===== src/rtl/dmrs_ls_estimator.sv =====
// Pairs regenerated PUSCH DMRS references with received DMRS REs and emits LS estimates H = rx * conj(ref).
// Optional macro DMRS_RB_AVG_EN: average the estimates over groups of 6 subcarriers.
module dmrs_ls_estimator #(
    parameter int RX_W       = 12,
    parameter int OUT_W      = 12,
    parameter int FIFO_DEPTH = 16
) (
    input  logic                    clk,
    input  logic                    reset,
    input  logic                    enable,
    input  logic [9:0]              Mzc,
    input  logic signed [8:0]       DMRS_r,
    input  logic signed [8:0]       DMRS_i,
    input  logic                    DMRS_valid,
    input  logic signed [RX_W-1:0]  rx_r,
    input  logic signed [RX_W-1:0]  rx_i,
    input  logic                    rx_valid,
    output logic                    rx_ready,
    output logic signed [OUT_W-1:0] H_r,
    output logic signed [OUT_W-1:0] H_i,
    output logic                    H_valid,
    output logic                    H_last,
    output logic                    done,
    output logic                    ovf
);
    localparam int AW     = $clog2(FIFO_DEPTH);
    localparam int PROD_W = RX_W + 9;
    localparam int P_W    = RX_W + 10;
`ifdef DMRS_RB_AVG_EN
    localparam logic [1:0] FLUSH_LAST = 2'd2;
`else
    localparam logic [1:0] FLUSH_LAST = 2'd1;
`endif
    localparam logic signed [31:0] SAT_MAX = (32'sd1 <<< (OUT_W - 1)) - 32'sd1;
    localparam logic signed [31:0] SAT_MIN = -(32'sd1 <<< (OUT_W - 1));

    typedef enum logic [1:0] {IDLE, RUN, FLUSH} state_t;
    state_t state_reg, state_next;

    logic [9:0]    mzc_reg, pair_cnt_reg;
    logic [1:0]    flush_cnt_reg;
    logic [17:0]   fifo_mem [FIFO_DEPTH];
    logic [AW-1:0] wr_ptr_reg, rd_ptr_reg;
    logic [AW:0]   count_reg;
    logic          ovf_reg, done_reg;

    logic start, fifo_full, fifo_empty, accept, last_pair, push, drop, flush_end;
    logic signed [8:0] d_r, d_i;

    function automatic logic signed [OUT_W-1:0] sat(input logic signed [31:0] v);
        if (v > SAT_MAX)
            sat = SAT_MAX[OUT_W-1:0];
        else if (v < SAT_MIN)
            sat = SAT_MIN[OUT_W-1:0];
        else
            sat = v[OUT_W-1:0];
    endfunction

    assign start      = (state_reg == IDLE) && enable && (Mzc != 10'd0);
    assign fifo_full  = (count_reg == (AW+1)'(FIFO_DEPTH));
    assign fifo_empty = (count_reg == '0);
    assign rx_ready   = (state_reg == RUN) && !fifo_empty;
    assign accept     = rx_valid && rx_ready;
    assign last_pair  = (pair_cnt_reg == mzc_reg - 10'd1);
    // A pop in the same cycle frees the slot, so a full FIFO still takes the new reference.
    assign push       = (state_reg == RUN) && DMRS_valid && (!fifo_full || accept);
    assign drop       = (state_reg == RUN) && DMRS_valid && fifo_full && !accept;
    assign flush_end  = (state_reg == FLUSH) && (flush_cnt_reg == FLUSH_LAST);
    assign {d_r, d_i} = fifo_mem[rd_ptr_reg];
    assign ovf        = ovf_reg;
    assign done       = done_reg;

    always_ff @(posedge clk or negedge reset) begin
        if (!reset)
            state_reg <= IDLE;
        else
            state_reg <= state_next;
    end

    always_comb begin
        state_next = state_reg;
        case (state_reg)
            IDLE:    if (start) state_next = RUN;
            RUN:     if (accept && last_pair) state_next = FLUSH;
            FLUSH:   if (flush_end) state_next = IDLE;
            default: state_next = IDLE;
        endcase
    end

    always_ff @(posedge clk or negedge reset) begin
        if (!reset) begin
            mzc_reg       <= '0;
            pair_cnt_reg  <= '0;
            flush_cnt_reg <= '0;
            wr_ptr_reg    <= '0;
            rd_ptr_reg    <= '0;
            count_reg     <= '0;
            ovf_reg       <= 1'b0;
            done_reg      <= 1'b0;
        end else begin
            done_reg      <= flush_end;
            flush_cnt_reg <= (state_reg == FLUSH) ? flush_cnt_reg + 2'd1 : 2'd0;
            if (start) begin
                mzc_reg      <= Mzc;
                pair_cnt_reg <= '0;
                wr_ptr_reg   <= '0;
                rd_ptr_reg   <= '0;
                count_reg    <= '0;
                ovf_reg      <= 1'b0;
            end else begin
                if (accept) begin
                    pair_cnt_reg <= pair_cnt_reg + 10'd1;
                    rd_ptr_reg   <= rd_ptr_reg + 1'b1;
                end
                if (push)
                    wr_ptr_reg <= wr_ptr_reg + 1'b1;
                count_reg <= count_reg + (AW+1)'(push) - (AW+1)'(accept);
                if (drop)
                    ovf_reg <= 1'b1;
            end
        end
    end

    always_ff @(posedge clk) begin
        if (push)
            fifo_mem[wr_ptr_reg] <= {DMRS_r, DMRS_i};
    end

    // Stage 1: the four partial products of rx * conj(ref).
    logic signed [PROD_W-1:0] s1_rr, s1_ii, s1_ir, s1_ri;
    logic                     s1_valid, s1_last;

    always_ff @(posedge clk or negedge reset) begin
        if (!reset) begin
            s1_rr    <= '0;
            s1_ii    <= '0;
            s1_ir    <= '0;
            s1_ri    <= '0;
            s1_valid <= 1'b0;
            s1_last  <= 1'b0;
        end else begin
            s1_valid <= accept;
            s1_last  <= accept && last_pair;
            if (accept) begin
                s1_rr <= PROD_W'(rx_r) * PROD_W'(d_r);
                s1_ii <= PROD_W'(rx_i) * PROD_W'(d_i);
                s1_ir <= PROD_W'(rx_i) * PROD_W'(d_r);
                s1_ri <= PROD_W'(rx_r) * PROD_W'(d_i);
            end
        end
    end

    // Stage 2: combine, drop the Q1.8 reference scaling, saturate.
    logic signed [P_W-1:0]   p_r, p_i;
    logic signed [OUT_W-1:0] s2_r, s2_i;
    logic                    s2_valid, s2_last;

    assign p_r = P_W'(s1_rr) + P_W'(s1_ii);
    assign p_i = P_W'(s1_ir) - P_W'(s1_ri);

    always_ff @(posedge clk or negedge reset) begin
        if (!reset) begin
            s2_r     <= '0;
            s2_i     <= '0;
            s2_valid <= 1'b0;
            s2_last  <= 1'b0;
        end else begin
            s2_valid <= s1_valid;
            s2_last  <= s1_last;
            if (s1_valid) begin
                s2_r <= sat(32'(p_r >>> 8));
                s2_i <= sat(32'(p_i >>> 8));
            end
        end
    end

`ifdef DMRS_RB_AVG_EN
    localparam int ACC_W = OUT_W + 3;
    logic signed [ACC_W-1:0] acc_r_reg, acc_i_reg, sum_r, sum_i;
    logic signed [31:0]      scl_r, scl_i;
    logic signed [OUT_W-1:0] avg_r_reg, avg_i_reg;
    logic [2:0]              grp_cnt_reg;
    logic                    grp_end, avg_valid_reg, avg_last_reg;

    assign sum_r   = acc_r_reg + ACC_W'(s2_r);
    assign sum_i   = acc_i_reg + ACC_W'(s2_i);
    // 683/4096 approximates 1/6; a short trailing group is still divided by 6.
    assign scl_r   = (32'(sum_r) * 32'sd683) >>> 12;
    assign scl_i   = (32'(sum_i) * 32'sd683) >>> 12;
    assign grp_end = s2_valid && (s2_last || grp_cnt_reg == 3'd5);

    always_ff @(posedge clk or negedge reset) begin
        if (!reset) begin
            acc_r_reg     <= '0;
            acc_i_reg     <= '0;
            avg_r_reg     <= '0;
            avg_i_reg     <= '0;
            grp_cnt_reg   <= '0;
            avg_valid_reg <= 1'b0;
            avg_last_reg  <= 1'b0;
        end else begin
            avg_valid_reg <= grp_end;
            avg_last_reg  <= grp_end && s2_last;
            if (grp_end) begin
                avg_r_reg   <= sat(scl_r);
                avg_i_reg   <= sat(scl_i);
                acc_r_reg   <= '0;
                acc_i_reg   <= '0;
                grp_cnt_reg <= '0;
            end else if (s2_valid) begin
                acc_r_reg   <= sum_r;
                acc_i_reg   <= sum_i;
                grp_cnt_reg <= grp_cnt_reg + 3'd1;
            end
        end
    end

    assign H_r     = avg_r_reg;
    assign H_i     = avg_i_reg;
    assign H_valid = avg_valid_reg;
    assign H_last  = avg_last_reg;
`else
    assign H_r     = s2_r;
    assign H_i     = s2_i;
    assign H_valid = s2_valid;
    assign H_last  = s2_last;
`endif

endmodule

===== config.mk =====
export PLATFORM = sky130hd
export DESIGN_NAME = dmrs_ls_estimator
export DESIGN_NICKNAME = d
export VERILOG_FILES = /design/src/rtl/dmrs_ls_estimator.sv
export SDC_FILE = /design/constraint.sdc
export NUM_CORES = 2
export LEC_CHECK = 0
export BUFFER_PORTS_ARGS = -buffer_cell sky130_fd_sc_hd__buf_2
export CAP_MARGIN = 10
export CORE_MARGIN = 2
export CORE_UTILIZATION = 60
export CTS_CLUSTER_SIZE = 14
export DETAILED_ROUTE_END_ITERATION = 7
export GPL_TIMING_DRIVEN = 0
export PLACE_DENSITY = 0.77
export SYNTH_ARGS = -nofsm -noshare
export SYNTH_HDL_FRONTEND = slang
export SYNTH_SLANG_ARGS = --single-unit

===== constraint.sdc =====
create_clock -name clk -period 14.7 [get_ports clk]
set_clock_uncertainty 0.1 [all_clocks]
set_input_delay 1.47 -clock clk [delete_from_list [all_inputs] [get_ports clk]]
set_output_delay 1.47 -clock clk [all_outputs]
set_load 0.02 [all_outputs]

==> impl_metrics.yaml <==
run_status:
  run_status: "completed"
place:
  dpl.hpwl_um: 65900
  placed_cells: 3752
  numPortBuffers: 81
  place_area_mm2: 0.0352
  gp_congestion: 0.950
logic_synthesis:
  synth_nets: 3551
  postSynthCellCount: 2899
  syn_area_mm2: 0.0336
  synth-main-ff-cell: "edfxtp_1"
  async_reset_ff_share_pct: 34.4
  synth_cell_types: 72
  yosys-top-cells-area: "edfxtp_1, fa_1, dfrtp_1, ha_1, mux4_2"
  synth.avg_cell_area_um2: 11.6
  synth_top_area_share_pct: 25.8
  synth-seq-area-share_pct: 37.0
  synth_seq_cells: 439
  synth_edf_count: 288
  yosysTopAreaCell: "edfxtp_1"
  ys_warn_count: 0
cells_and_area:
  design_area_mm2: 0.0368
  regMostFlops: "fifo_mem"
  finalNetCount: 3706
  final_common_cell: "inv_1"
  largest_reg_flops: 288
  layout_common_cells: "inv_1, nand2_1, fa_1"
  fillCellCount: 3996
  fin_cells: 3837
  syn_to_final_growth_pct: 9.49
  layout-drive-gt1-share_pct: 10.5
global_route:
  grt_pass1_wl_um: 135000
  grt_max_degree: 77
  grt_remaining_overflow: 0
  track_usage_pct: 31.5
  grt_pass1_vias: 24500
  antenna_found_initial: 10
clock_tree:
  clkLatencyLatePin_ns: 0.61
  cts_sinks: 439
  cts_setup_buffers: 0
  cts-buffers-inserted: 45
  cts_resized: 0
  cts_buffer_depth: 3
  cts_tree: "yes"
  cts_root_buf: "clkbuf_16"
  ctsHoldBuffers: 0
  clk_pin_slew_ns: 0.06
  htreeDepth: 2
die:
  core_mm2: 0.0552
  die_width_um: 241
  die_area_mm2: 0.0579
  die_height_um: 241
  rows: 86
  io-pin-count: 86
  start_util_pct: 60.8
timing:
  fmax_mhz: 112
  tightest_slew_ns: 1.28
  period_needed_ns: 8.92
  rsz0062_at_grt: "no"
  fin_setup_tns_ns: 0
  min_period_over_period_pct: 60.7
  setup_viol: 0
  hold_violations: 0
  maxSlewViolCount: 0
  relSlewSlack_pct: 14.4
detailed_routing:
  drt-initial-drc-count: 1613
  ant_nets: 0
  vias: 22900
  routed_wl_um: 88200
  firstDrtPassIters: 5
  drc: 0
  via_per_inst: 5.97
  wire_per_inst_um: 23.0
setup_path:
  slowest_stage: "clkbuf_1"
  cp-start-kind: "register"
  cp.arrival_ns: 9.29
  endpoint_kind: "register"
  cp.required_ns: 15.07
  cp_max_fo: 10
  max_stage_delay_ns: 0.65
  path_common_cell: "fa_1"
  critPathKind: "register to register"
run:
  max_cap_violations: 0
worst_hold_path:
  hp-class: "register to register"
## per-layer routing
metal | part of all wire (%) | global-route usage [%]
met3 | 7.1 | 5.34
met4 | 5.5 | 17.1
met1 | 36 | 37.1
met5 | 0.091 | 0
met2 | 51 | 55.2
## logic make-up after synthesis
logic type               Yosys count  synth area share, %
AND/OR/NAND/NOR                  848                 11.9
flip-flops                       439                 37.0
adder cells (fa/ha/maj)          595                 30.3
AO/OA/AOI/OAI                    289                 5.50
XOR/XNOR                         125                 3.26
buffers and inverters            501                 5.66
multiplexers                     102                 6.36
## metrics by stage
stage / hold slack [ns] / util (%) / worst slack [ns]
2_1_floorplan: 0.231 / - / 7.63
3_3_place_gp: 0.234 / 63.3 / 5.97
3_5_place_dp: 0.237 / 63.8 / 5.88
4_1_cts: 0.250 / 66.5 / 5.85
5_1_grt: 0.271 / 66.6 / 5.59
6_report: 0.250 / 66.6 / 5.78
## worst paths after layout
kind,startpoint,to,slack (ns),cells after the start
hold reg to reg,s1_last$_DFF_PN0_,H_last$_DFF_PN0_,0.25,0
setup reg to reg,rd_ptr_reg[1]$_DFFE_PN0P_,s1_ir[19]$_DFFE_PN0P_,5.78,25
max in group asynchronous,reset,s1_ri[18]$_DFFE_PN0P_,12.89,2
hold / removal,s1_last$_DFF_PN0_,H_last$_DFF_PN0_,0.25,0
setup / recovery,rd_ptr_reg[1]$_DFFE_PN0P_,s1_ir[19]$_DFFE_PN0P_,5.78,25
min in group asynchronous,reset,H_valid$_DFF_PN0_,0.80,1
## cell usage after synthesis (6+ instances only)
| cell | number |
|---|---|
| buf_1 | 8 |
| o21ai_1 | 11 |
| a21oi_2 | 10 |
| a21oi_1 | 66 |
| o21ai_0 | 88 |
| nand2_1 | 373 |
| o21bai_1 | 12 |
| nor4_1 | 11 |
| o211ai_1 | 7 |
| inv_1 | 383 |
| mux2_2 | 10 |
| o21a_1 | 12 |
| or2_2 | 9 |
| fa_1 | 365 |
| nor3_1 | 27 |
| nor2b_1 | 13 |
| nand2b_1 | 6 |
| clkbuf_1 | 98 |
| nand3_1 | 23 |
| and2_1 | 184 |
| or3_1 | 13 |
| edfxtp_1 | 288 |
| mux4_2 | 88 |
| a21o_1 | 26 |
| dfrtp_1 | 151 |
| and3_1 | 16 |
| xnor2_1 | 72 |
| xor2_1 | 53 |
| nor2_1 | 145 |
| nand4_1 | 7 |
| a31oi_1 | 14 |
| ha_1 | 230 |
| buf_2 | 10 |
| a211oi_1 | 6 |
## worst max-delay path, delay by kind of cell, from the launching register on
kind                       cells  cell delay [ns]
adders and majority gates      7             2.68
xor gates and xnor gates       1             0.51
AOI/OAI and AO/OA              7             1.58
DFF                            1             0.41
muxes                          2             1.07
buffers and inverters          6             1.79
and+or+nand+nor                2             0.64
## final cells by class
cell class	count	area [um2]	area share (%)
sequential	439	12400	33.8
timing repair buffer	108	713	1.94
clock inverter	18	280	0.762
inverter	384	1440	3.92
multi-input combinational	1959	19300	52.5
buffer	117	459	1.25
antenna	4	10.0	0.0272
clock buffer	60	1190	3.24
tap	748	936	2.55
Power is not shown: default switching activity piles up to over one toggle a cycle in this logic, so the estimate is an artifact.
